--- src/rtl/cluster_pkg.sv ---
// Shared constants and types for the cluster address encoder.
// Geometry of the 768-bit partition vector and the packed cluster list.
package cluster_pkg;

  localparam int MXSEGS     = 12;
  localparam int SEGSIZE    = 64;
  localparam int MXADRB     = 10;
  localparam int MXCLUSTERS = 8;
  localparam int MXBITS     = MXSEGS * SEGSIZE;
  localparam int SEGADRB    = 6;
  localparam int SEGIDXB    = MXADRB - SEGADRB;
  localparam int PASSB      = 3;
  localparam int SLOTW      = MXADRB + 1;
  localparam int CLUSTERW   = MXCLUSTERS * SLOTW;

  localparam logic [MXADRB-1:0] ADR_INVALID = '0;
  localparam logic [PASSB-1:0]  LAST_PASS   = PASSB'(MXCLUSTERS - 1);

  typedef logic [SLOTW-1:0] slot_t;

  function automatic slot_t mk_slot(
    input logic              vld,
    input logic [MXADRB-1:0] adr
  );
    return {vld, adr};
  endfunction

endpackage

--- src/rtl/cluster_address_encoder_if.sv ---
// Bus between the truncator, the encoder and the packet formatter.
// master: upstream/driver side, slave: the encoder itself.
interface cluster_address_encoder_if;
  import cluster_pkg::*;

  logic [PASSB-1:0]    pass;
  logic [MXBITS-1:0]   vpfs_in;
  logic [MXADRB-1:0]   adr_out;
  logic                vld_out;
  logic [PASSB-1:0]    pass_out;
  logic [CLUSTERW-1:0] clusters_out;
  logic                frame_strobe;
  logic                overflow;

  modport master (
    output pass,
    output vpfs_in,
    input  adr_out,
    input  vld_out,
    input  pass_out,
    input  clusters_out,
    input  frame_strobe,
    input  overflow
  );

  modport slave (
    input  pass,
    input  vpfs_in,
    output adr_out,
    output vld_out,
    output pass_out,
    output clusters_out,
    output frame_strobe,
    output overflow
  );

endinterface

--- src/rtl/priority_encoder64.sv ---
// 64-bit lowest-set-bit encoder with valid and multiple-hit flags.
// Purely combinational; the caller registers the result.
module priority_encoder64 (
  input  logic [63:0] seg_i,
  output logic        vld_o,
  output logic [5:0]  adr_o,
  output logic        multi_o
);

  always_comb begin
    adr_o = '0;
    for (int i = 63; i >= 0; i--) begin
      if (seg_i[i]) adr_o = 6'(i);
    end
  end

  assign vld_o   = |seg_i;
  assign multi_o = |(seg_i & (seg_i - 64'd1));

endmodule

--- src/rtl/cluster_address_encoder.sv ---
// Two-stage lowest-set-bit encoder over the truncated S-bit vector,
// plus a per-frame collector building the packed cluster list.
module cluster_address_encoder
  import cluster_pkg::*;
(
  input logic                      clock,
  input logic                      reset,
  cluster_address_encoder_if.slave io
);

  logic [MXSEGS-1:0]              enc_vld;
  logic [MXSEGS-1:0]              enc_multi;
  logic [MXSEGS-1:0][SEGADRB-1:0] enc_adr;

  for (genvar g = 0; g < MXSEGS; g++) begin : g_seg
    priority_encoder64 u_pe (
      .seg_i   (io.vpfs_in[g*SEGSIZE +: SEGSIZE]),
      .vld_o   (enc_vld[g]),
      .adr_o   (enc_adr[g]),
      .multi_o (enc_multi[g])
    );
  end

  logic [MXSEGS-1:0]              s1_vld_q;
  logic [MXSEGS-1:0]              s1_multi_q;
  logic [MXSEGS-1:0][SEGADRB-1:0] s1_adr_q;
  logic [PASSB-1:0]               s1_pass_q;

  always_ff @(posedge clock) begin
    if (reset) begin
      s1_vld_q   <= '0;
      s1_multi_q <= '0;
      s1_adr_q   <= '0;
      s1_pass_q  <= '0;
    end else begin
      s1_vld_q   <= enc_vld;
      s1_multi_q <= enc_multi;
      s1_adr_q   <= enc_adr;
      s1_pass_q  <= io.pass;
    end
  end

  logic [MXADRB-1:0] adr_d, adr_q;
  logic              vld_d, vld_q;
  logic              multi_d, multi_q;
  logic [PASSB-1:0]  pass_q;
  logic              sel_multi;

  // Lowest valid segment wins; its index forms the upper address bits.
  always_comb begin
    adr_d     = ADR_INVALID;
    sel_multi = 1'b0;
    for (int s = MXSEGS - 1; s >= 0; s--) begin
      if (s1_vld_q[s]) begin
        adr_d     = {SEGIDXB'(s), s1_adr_q[s]};
        sel_multi = s1_multi_q[s];
      end
    end
    vld_d   = |s1_vld_q;
    multi_d = sel_multi
            | (|(s1_vld_q & (s1_vld_q - MXSEGS'(1))));
  end

  always_ff @(posedge clock) begin
    if (reset) begin
      adr_q   <= '0;
      vld_q   <= 1'b0;
      multi_q <= 1'b0;
      pass_q  <= '0;
    end else begin
      adr_q   <= adr_d;
      vld_q   <= vld_d;
      multi_q <= multi_d;
      pass_q  <= s1_pass_q;
    end
  end

  slot_t [MXCLUSTERS-1:0] shadow_d, shadow_q;
  slot_t [MXCLUSTERS-1:0] clusters_d, clusters_q;
  logic                   strobe_d, strobe_q;
  logic                   ovf_d, ovf_q;
  slot_t                  cur;

  // Last pass closes the frame: publish, then start a clean shadow.
  always_comb begin
    cur        = mk_slot(vld_q, adr_q);
    shadow_d   = shadow_q;
    clusters_d = clusters_q;
    strobe_d   = 1'b0;
    ovf_d      = ovf_q;
    if (pass_q == LAST_PASS) begin
      clusters_d                 = shadow_q;
      clusters_d[MXCLUSTERS-1]   = cur;
      strobe_d                   = 1'b1;
      ovf_d                      = multi_q;
      shadow_d                   = '0;
    end else begin
      shadow_d[pass_q] = cur;
    end
  end

  always_ff @(posedge clock) begin
    if (reset) begin
      shadow_q   <= '0;
      clusters_q <= '0;
      strobe_q   <= 1'b0;
      ovf_q      <= 1'b0;
    end else begin
      shadow_q   <= shadow_d;
      clusters_q <= clusters_d;
      strobe_q   <= strobe_d;
      ovf_q      <= ovf_d;
    end
  end

  assign io.adr_out      = adr_q;
  assign io.vld_out      = vld_q;
  assign io.pass_out     = pass_q;
  assign io.clusters_out = clusters_q;
  assign io.frame_strobe = strobe_q;
  assign io.overflow     = ovf_q;

endmodule
--- src/flat_wrapper.sv ---
// flat-port wrapper written by rule: the top's interface ports become plain ports
module cluster_address_encoder_flat import cluster_pkg::*;
  (clock, reset, io_pass, io_vpfs_in, io_adr_out, io_vld_out, io_pass_out, io_clusters_out, io_frame_strobe, io_overflow);
  cluster_address_encoder_if io_i ();
  input logic clock;
  input logic reset;
  input wire logic [$bits(io_i.pass)-1:0] io_pass;
  input wire logic [$bits(io_i.vpfs_in)-1:0] io_vpfs_in;
  output wire logic [$bits(io_i.adr_out)-1:0] io_adr_out;
  output wire logic [$bits(io_i.vld_out)-1:0] io_vld_out;
  output wire logic [$bits(io_i.pass_out)-1:0] io_pass_out;
  output wire logic [$bits(io_i.clusters_out)-1:0] io_clusters_out;
  output wire logic [$bits(io_i.frame_strobe)-1:0] io_frame_strobe;
  output wire logic [$bits(io_i.overflow)-1:0] io_overflow;
  assign io_i.pass = io_pass;
  assign io_i.vpfs_in = io_vpfs_in;
  assign io_adr_out = io_i.adr_out;
  assign io_vld_out = io_i.vld_out;
  assign io_pass_out = io_i.pass_out;
  assign io_clusters_out = io_i.clusters_out;
  assign io_frame_strobe = io_i.frame_strobe;
  assign io_overflow = io_i.overflow;
  cluster_address_encoder u_core (.clock(clock), .reset(reset), .io(io_i));
endmodule
--- config.mk ---
export PLATFORM = sky130hd
export DESIGN_NAME = cluster_address_encoder_flat
export DESIGN_NICKNAME = d
export VERILOG_FILES = /design/src/rtl/cluster_pkg.sv /design/src/rtl/cluster_address_encoder_if.sv /design/src/rtl/priority_encoder64.sv /design/src/rtl/cluster_address_encoder.sv /design/src/flat_wrapper.sv
export SDC_FILE = /design/constraint.sdc
export NUM_CORES = 2
export LEC_CHECK = 0
export BUFFER_PORTS_ARGS = -buffer_cell sky130_fd_sc_hd__buf_2
export CORE_AREA = 4 4 338 340
export CTS_BUF_LIST = sky130_fd_sc_hd__clkbuf_8
export DETAILED_ROUTE_END_ITERATION = 8
export DIE_AREA = 0 0 342 344
export GPL_ROUTABILITY_DRIVEN = 0
export PLACE_DENSITY_LB_ADDON = 0.2
export SLEW_MARGIN = 20
export SYNTH_ARGS = -nofsm -noshare
export SYNTH_HDL_FRONTEND = slang
export SYNTH_SLANG_ARGS = --single-unit
--- constraint.sdc ---
create_clock -name clock -period 4.1 [get_ports clock]
set_input_delay 0.41 -clock clock [delete_from_list [all_inputs] [get_ports clock]]
set_output_delay 0.41 -clock clock [all_outputs]
set_load 0.005 [all_outputs]
# After elaboration in Yosys (flattened, before gate mapping)
# Index checks and enable logic that the tools add are counted.
# word_totals
wordCells	1019
out_inout_bits	104
latchBits	0
reg_bits	292
mem_count	0
in_bits	773
ram_bits	0
romBits	0
# classes
reduce_logical	104
magnitude_cmp	2
n_div	0
eq_ne	1
n_mul	0
n_shift	0
add_sub_neg	13
n_mux	784
n_bitwise	14
# ops
operator	count
$mux W6	385
$reduce_or A64 Y1	24
$mux W5	192
$and A64 B64 Y64	12
$sub A64 B1 Y64 const B	12
$reduce_or A33 Y1	12
$mux W4	96
$reduce_or A17 Y1	12
$mux W3	48
$reduce_or A9 Y1	13
$bwmux W88	1
$reduce_or A5 Y1	13
$mux W2	24
$mux W10	4
$reduce_or A3 Y1	13
$mux W9	4
$demux W11 S3	1
$reduce_or A2 Y1	14
$mux W1	25
$reduce_or A12 Y1	2
$mux W8	2
$and A12 B12 Y12	1
$sub A12 B1 Y12 const B	1
$mux W11	1
other kinds (6)	6

# Logic depth before layout (Yosys ltp)
# depth
word_depth	63
depth_mapped	11
depth_no_buf	9

# Hierarchy
# Synthesis repeated with hierarchy kept, for this count alone.
# unflattened
cells_unflattened	4121
hier_area_um2	30143.9
# modules_own_cells
mod	cells_per_inst	area_per_inst_um2	n_inst	seq_area_each_um2
priority_encoder64	268	1725.4	12	0.0
cluster_address_encoder	905	9439.1	1	5625.4

# Worst setup path after synthesis
# OpenSTA, ideal clock, no wires.
# synth_timing
kind	input port to flip-flop
from	input port io_vpfs_in[345]
to	register u_core.s1_multi_q[5]
arrival_ps	3245
slack_ps	717
setup_ps	138
n_path_buf	1
required_ps	3962
stages	10
cell_sequence	buf_6 or4_4 nor4_4 nand4_4 or2_4 or4_1 o31a_1 a2111oi_2 and4_1 a41oi_1
# synth_between
elab_chain_len	3
# synth_lines
element	line_no	text
start: declaration	flat_wrapper.sv:8	input wire logic [$bits(io_i.vpfs_in)-1:0] io_vpfs_in;
$sub A64 B1 Y64	priority_encoder64.sv:18	assign multi_o = |(seg_i & (seg_i - 64'd1));
$and A64 B64 Y64 (*)	priority_encoder64.sv:18	
$reduce_or A64 Y1 (*)	priority_encoder64.sv:18	
end signal: assignment	cluster_address_encoder.sv:37	s1_multi_q <= enc_multi;
end: declaration	cluster_address_encoder.sv:25	logic [MXSEGS-1:0] s1_multi_q;
# Mark *: on every way between the ends. The rest lies on a longest branch, timed or not.
# A chain may end at the register's enable or synchronous reset.

# Final worst setup path
# layout_timing
from	input port io_vpfs_in[592]
to	register u_core.s1_multi_q[9]
# Same word-level chain as after synthesis.

==> impl_metrics.py <==
metrics = {
    "global_routing": {
        "grt_max_degree": 91,
        "via_count_of_the_first_global_routing_pass": 33833,
        "gr-total-overflow": 0,
        "antenna_found_initial": 75,
        "grt_pass1_wl_um": 209000,
        "grt_util_all_layers_pct": 22.6,
    },
    "clocking": {
        "clk_transition_reported_paths_ns": 0.06,
        "cts_htree_levels": 2,
        "tritoncts": "built",
        "numClockSinks": 281,
        "cts_resized": 0,
        "insertion_delay_ns": 0.65,
        "cts-root-buf": "sky130_fd_sc_hd__clkbuf_8",
        "tritoncts.num_buffers": 55,
        "clk_path_buf_depth": 3,
    },
    "detailed_routing": {
        "drtPass1Iterations": 6,
        "num_vias": 35876,
        "post_route_antenna_net_violation_count": 0,
        "dr.first_iter.drc_count": 2890,
        "via_per_inst": 5.61,
        "detail_route.wirelength_um": 143000,
        "drc_errors": 0,
        "wl_per_cell_um": 22.3,
    },
    "floorplanning": {
        "fp.dieArea_um2": 118000,
        "die_x_um": 342,
        "floorplan.initialDensity_pct": 23.4,
        "floorplan.io_pins": 877,
        "num_rows": 123,
        "placeableCoreArea_um2": 112000,
        "die-height_um": 344,
    },
    "place": {
        "placedCellCount": 6235,
        "hpwlAfterDp_um": 118000,
        "io_buffer_count": 876,
        "preCtsSetupSlack_ns": 0.433,
        "place_area_um2": 32400,
    },
    "timing": {
        "tightestPinTransition_ns": 0.932,
        "final.hold.worst_slack_ns": 0.0917,
        "slew-limit-headroom_pct": 37.7,
        "unrepaired_setup_endpoints_after_global_routing": "no",
        "fin_crit_ns": 3.10,
        "timing.fmax_ghz": 0.323,
        "setup_ws_ns": 0.999,
        "hold_violations": 0,
        "final_setup_violating_endpoints": 0,
        "finalCritPeriodShare_pct": 75.6,
        "slew_violations": 0,
        "clock-skew-final_ns": 0.0391,
        "setup-tns-final_ns": 0,
    },
    "cells_and_area": {
        "areaGrowthSynthToFinish_pct": 29.5,
        "layout.cell_area.non_filler_um2": 33800,
        "layout-drive-gt1-share_pct": 22.5,
        "nFillCells": 12490,
        "layout.core_utilization_pct": 30.3,
        "finalNetCount": 5569,
        "fin_cells": 6400,
    },
    "worst_setup_path": {
        "data_required_time_of_the_critical_path_ns": 4.58,
        "worstSetupPathType": "input port to register",
        "worst-endpoint-arrival_ns": 3.58,
        "timing.critical_path.from_type": "input port",
        "cp-end-kind": "register",
        "critPathMaxFanout": 7,
        "regToRegSetupSlack_ns": 1.11,
    },
    "power_and_ir_drop": {
        "total_power_mw": 7.83,
        "vdd.ir_drop.worst_v": 0.000237,
        "leakage_power_figure_nw": 12.4,
        "cellPowerDensity_nw_per_um2": 231,
    },
    "hold_path": {
        "timing.hold.worst.class": "input port to register",
    },
    "status": {
        "outcome": "finished, final reports clean",
    },
    "synthesis": {
        "mappedNetlistNets": 4697,
        "synthFlopType": "sky130_fd_sc_hd__dfxtp_1",
        "ys_ff_latch": 281,
        "mapped_area_um2": 26100,
        "synth_top_area_cell": "sky130_fd_sc_hd__dfxtp_1",
        "netlist_top_cells_count": "599 x sky130_fd_sc_hd__nor2_1, 367 x sky130_fd_sc_hd__a21oi_1, 318 x sky130_fd_sc_hd__nand2_1",
        "post-synth-top-count-cell": "sky130_fd_sc_hd__nor2_1",
        "post_syn_instances": 3924,
        "synthDominantCellAreaShare_pct": 21.5,
        "ys_async_sr_fraction_pct": 0,
        "yosys.cell_types.count": 78,
        "yosysSeqAreaShare_pct": 21.5,
        "synthesis.area_per_instance_um2": 6.66,
        "ys_warn_count": 0,
        "synth-edff-count": 0,
        "synth_top_cells_by_area": "sky130_fd_sc_hd__dfxtp_1 22%, sky130_fd_sc_hd__nor2_1 8.6%, sky130_fd_sc_hd__a21oi_1 7.0%, sky130_fd_sc_hd__o21ai_0 5.5%, sky130_fd_sc_hd__nor4_1 5.2%",
    },
    "flow_run": {
        "cap_violations": 0,
    },
}
## cells in the final DEF, fill, tap and decap left out, drive strengths merged, types with 50 or more instances in the layout
cell     instances
dfxtp          281
inv            202
a21oi          367
o31ai           95
a22o            91
nand2          318
nand4           62
nor4           222
nor2           600
clkbuf          71
or4             90
a2111oi         50
a211oi          56
nand3           92
nor3           229
diode           62
o21ai          285
buf            941
## cells by family after synthesis
| group | after synthesis | share of synthesized area, % |
|---|---|---|
| buffers and inverters | 313 | 4.53 |
| multiplexers | 33 | 1.26 |
| adder cells (fa/ha/maj) | 24 | 0.920 |
| AO/OA/AOI/OAI | 1442 | 37.1 |
| AND/OR/NAND/NOR | 1831 | 34.6 |
| flip-flops | 281 | 21.5 |
## metal layers
metal  up-vias  wire (um)  share of wire (%)  GRT usage [%]
met5         -         60              0.042              0
met2      1520      68300                 48           38.6
met1     16878      60400                 42           29.0
met4        10       4780                3.4           8.51
met3       243       9120                6.4           2.95
li1      17225          -                  -              -
## worst paths after layout
path	to	cells past startpoint	from
min	u_core.s1_adr_q[0]	2	io_vpfs_in[0]
max	u_core.s1_multi_q[9]	10	io_vpfs_in[592]
max reg2reg	u_core.io.adr_out[3]	8	u_core.s1_vld_q[11]
min reg2reg	u_core.io.pass_out[2]	1	u_core.s1_pass_q[2]
## where the power goes
part	internal, mW	leakage (nW)	switching [mW]	total [mW]
Combinational	0.689	9.48	1.28	1.97
Clock	1.69	0.675	1.32	3.01
Sequential	2.78	2.28	0.0668	2.84
Total	5.16	12.4	2.67	7.83
## critical path, stage by stage
cell                      delay (ns)
sky130_fd_sc_hd__buf_2          0.13
sky130_fd_sc_hd__or4_1          0.61
sky130_fd_sc_hd__or4_1          0.58
sky130_fd_sc_hd__or4_1          0.55
sky130_fd_sc_hd__nor2_2         0.26
sky130_fd_sc_hd__nand3_1        0.20
sky130_fd_sc_hd__or4_1          0.44
sky130_fd_sc_hd__a21o_1         0.16
sky130_fd_sc_hd__o31ai_1        0.08
sky130_fd_sc_hd__a41oi_1        0.16
## area by class of cell
type                            instances  area [um^2]  area share (%)
Antenna cell                           62          155           0.459
Clock buffer                           71          977            2.89
Clock inverter                         28          203           0.599
Inverter                              183          687            2.03
Multi-Input combinational cell       3330        19400            57.2
Sequential cell                       281         5630            16.6
Tap cell                             1500         1880            5.55
Timing Repair Buffer                  945         4940            14.6
## what timing repair did
| item | in CTS | in global routing |
|---|---|---|
| hold endpoints to repair | 4 | 0 |
| hold buffers | 4 | 0 |
| setup buffers | 0 | 0 |
## flip-flops by register name (all words and copies together) (netlist names)
signal / count
u_core.io.overflow: 1
u_core.multi_q: 1
u_core.io.frame_strobe: 1
u_core.s1_vld_q: 12
u_core.io.adr_out: 10
u_core.io.clusters_out: 88
u_core.io.vld_out: 1
u_core.s1_multi_q: 12
u_core.io.pass_out: 3
u_core.s1_pass_q: 3
u_core.s1_adr_q: 72
u_core.shadow_q: 77
(Power assumes the default switching activity.)
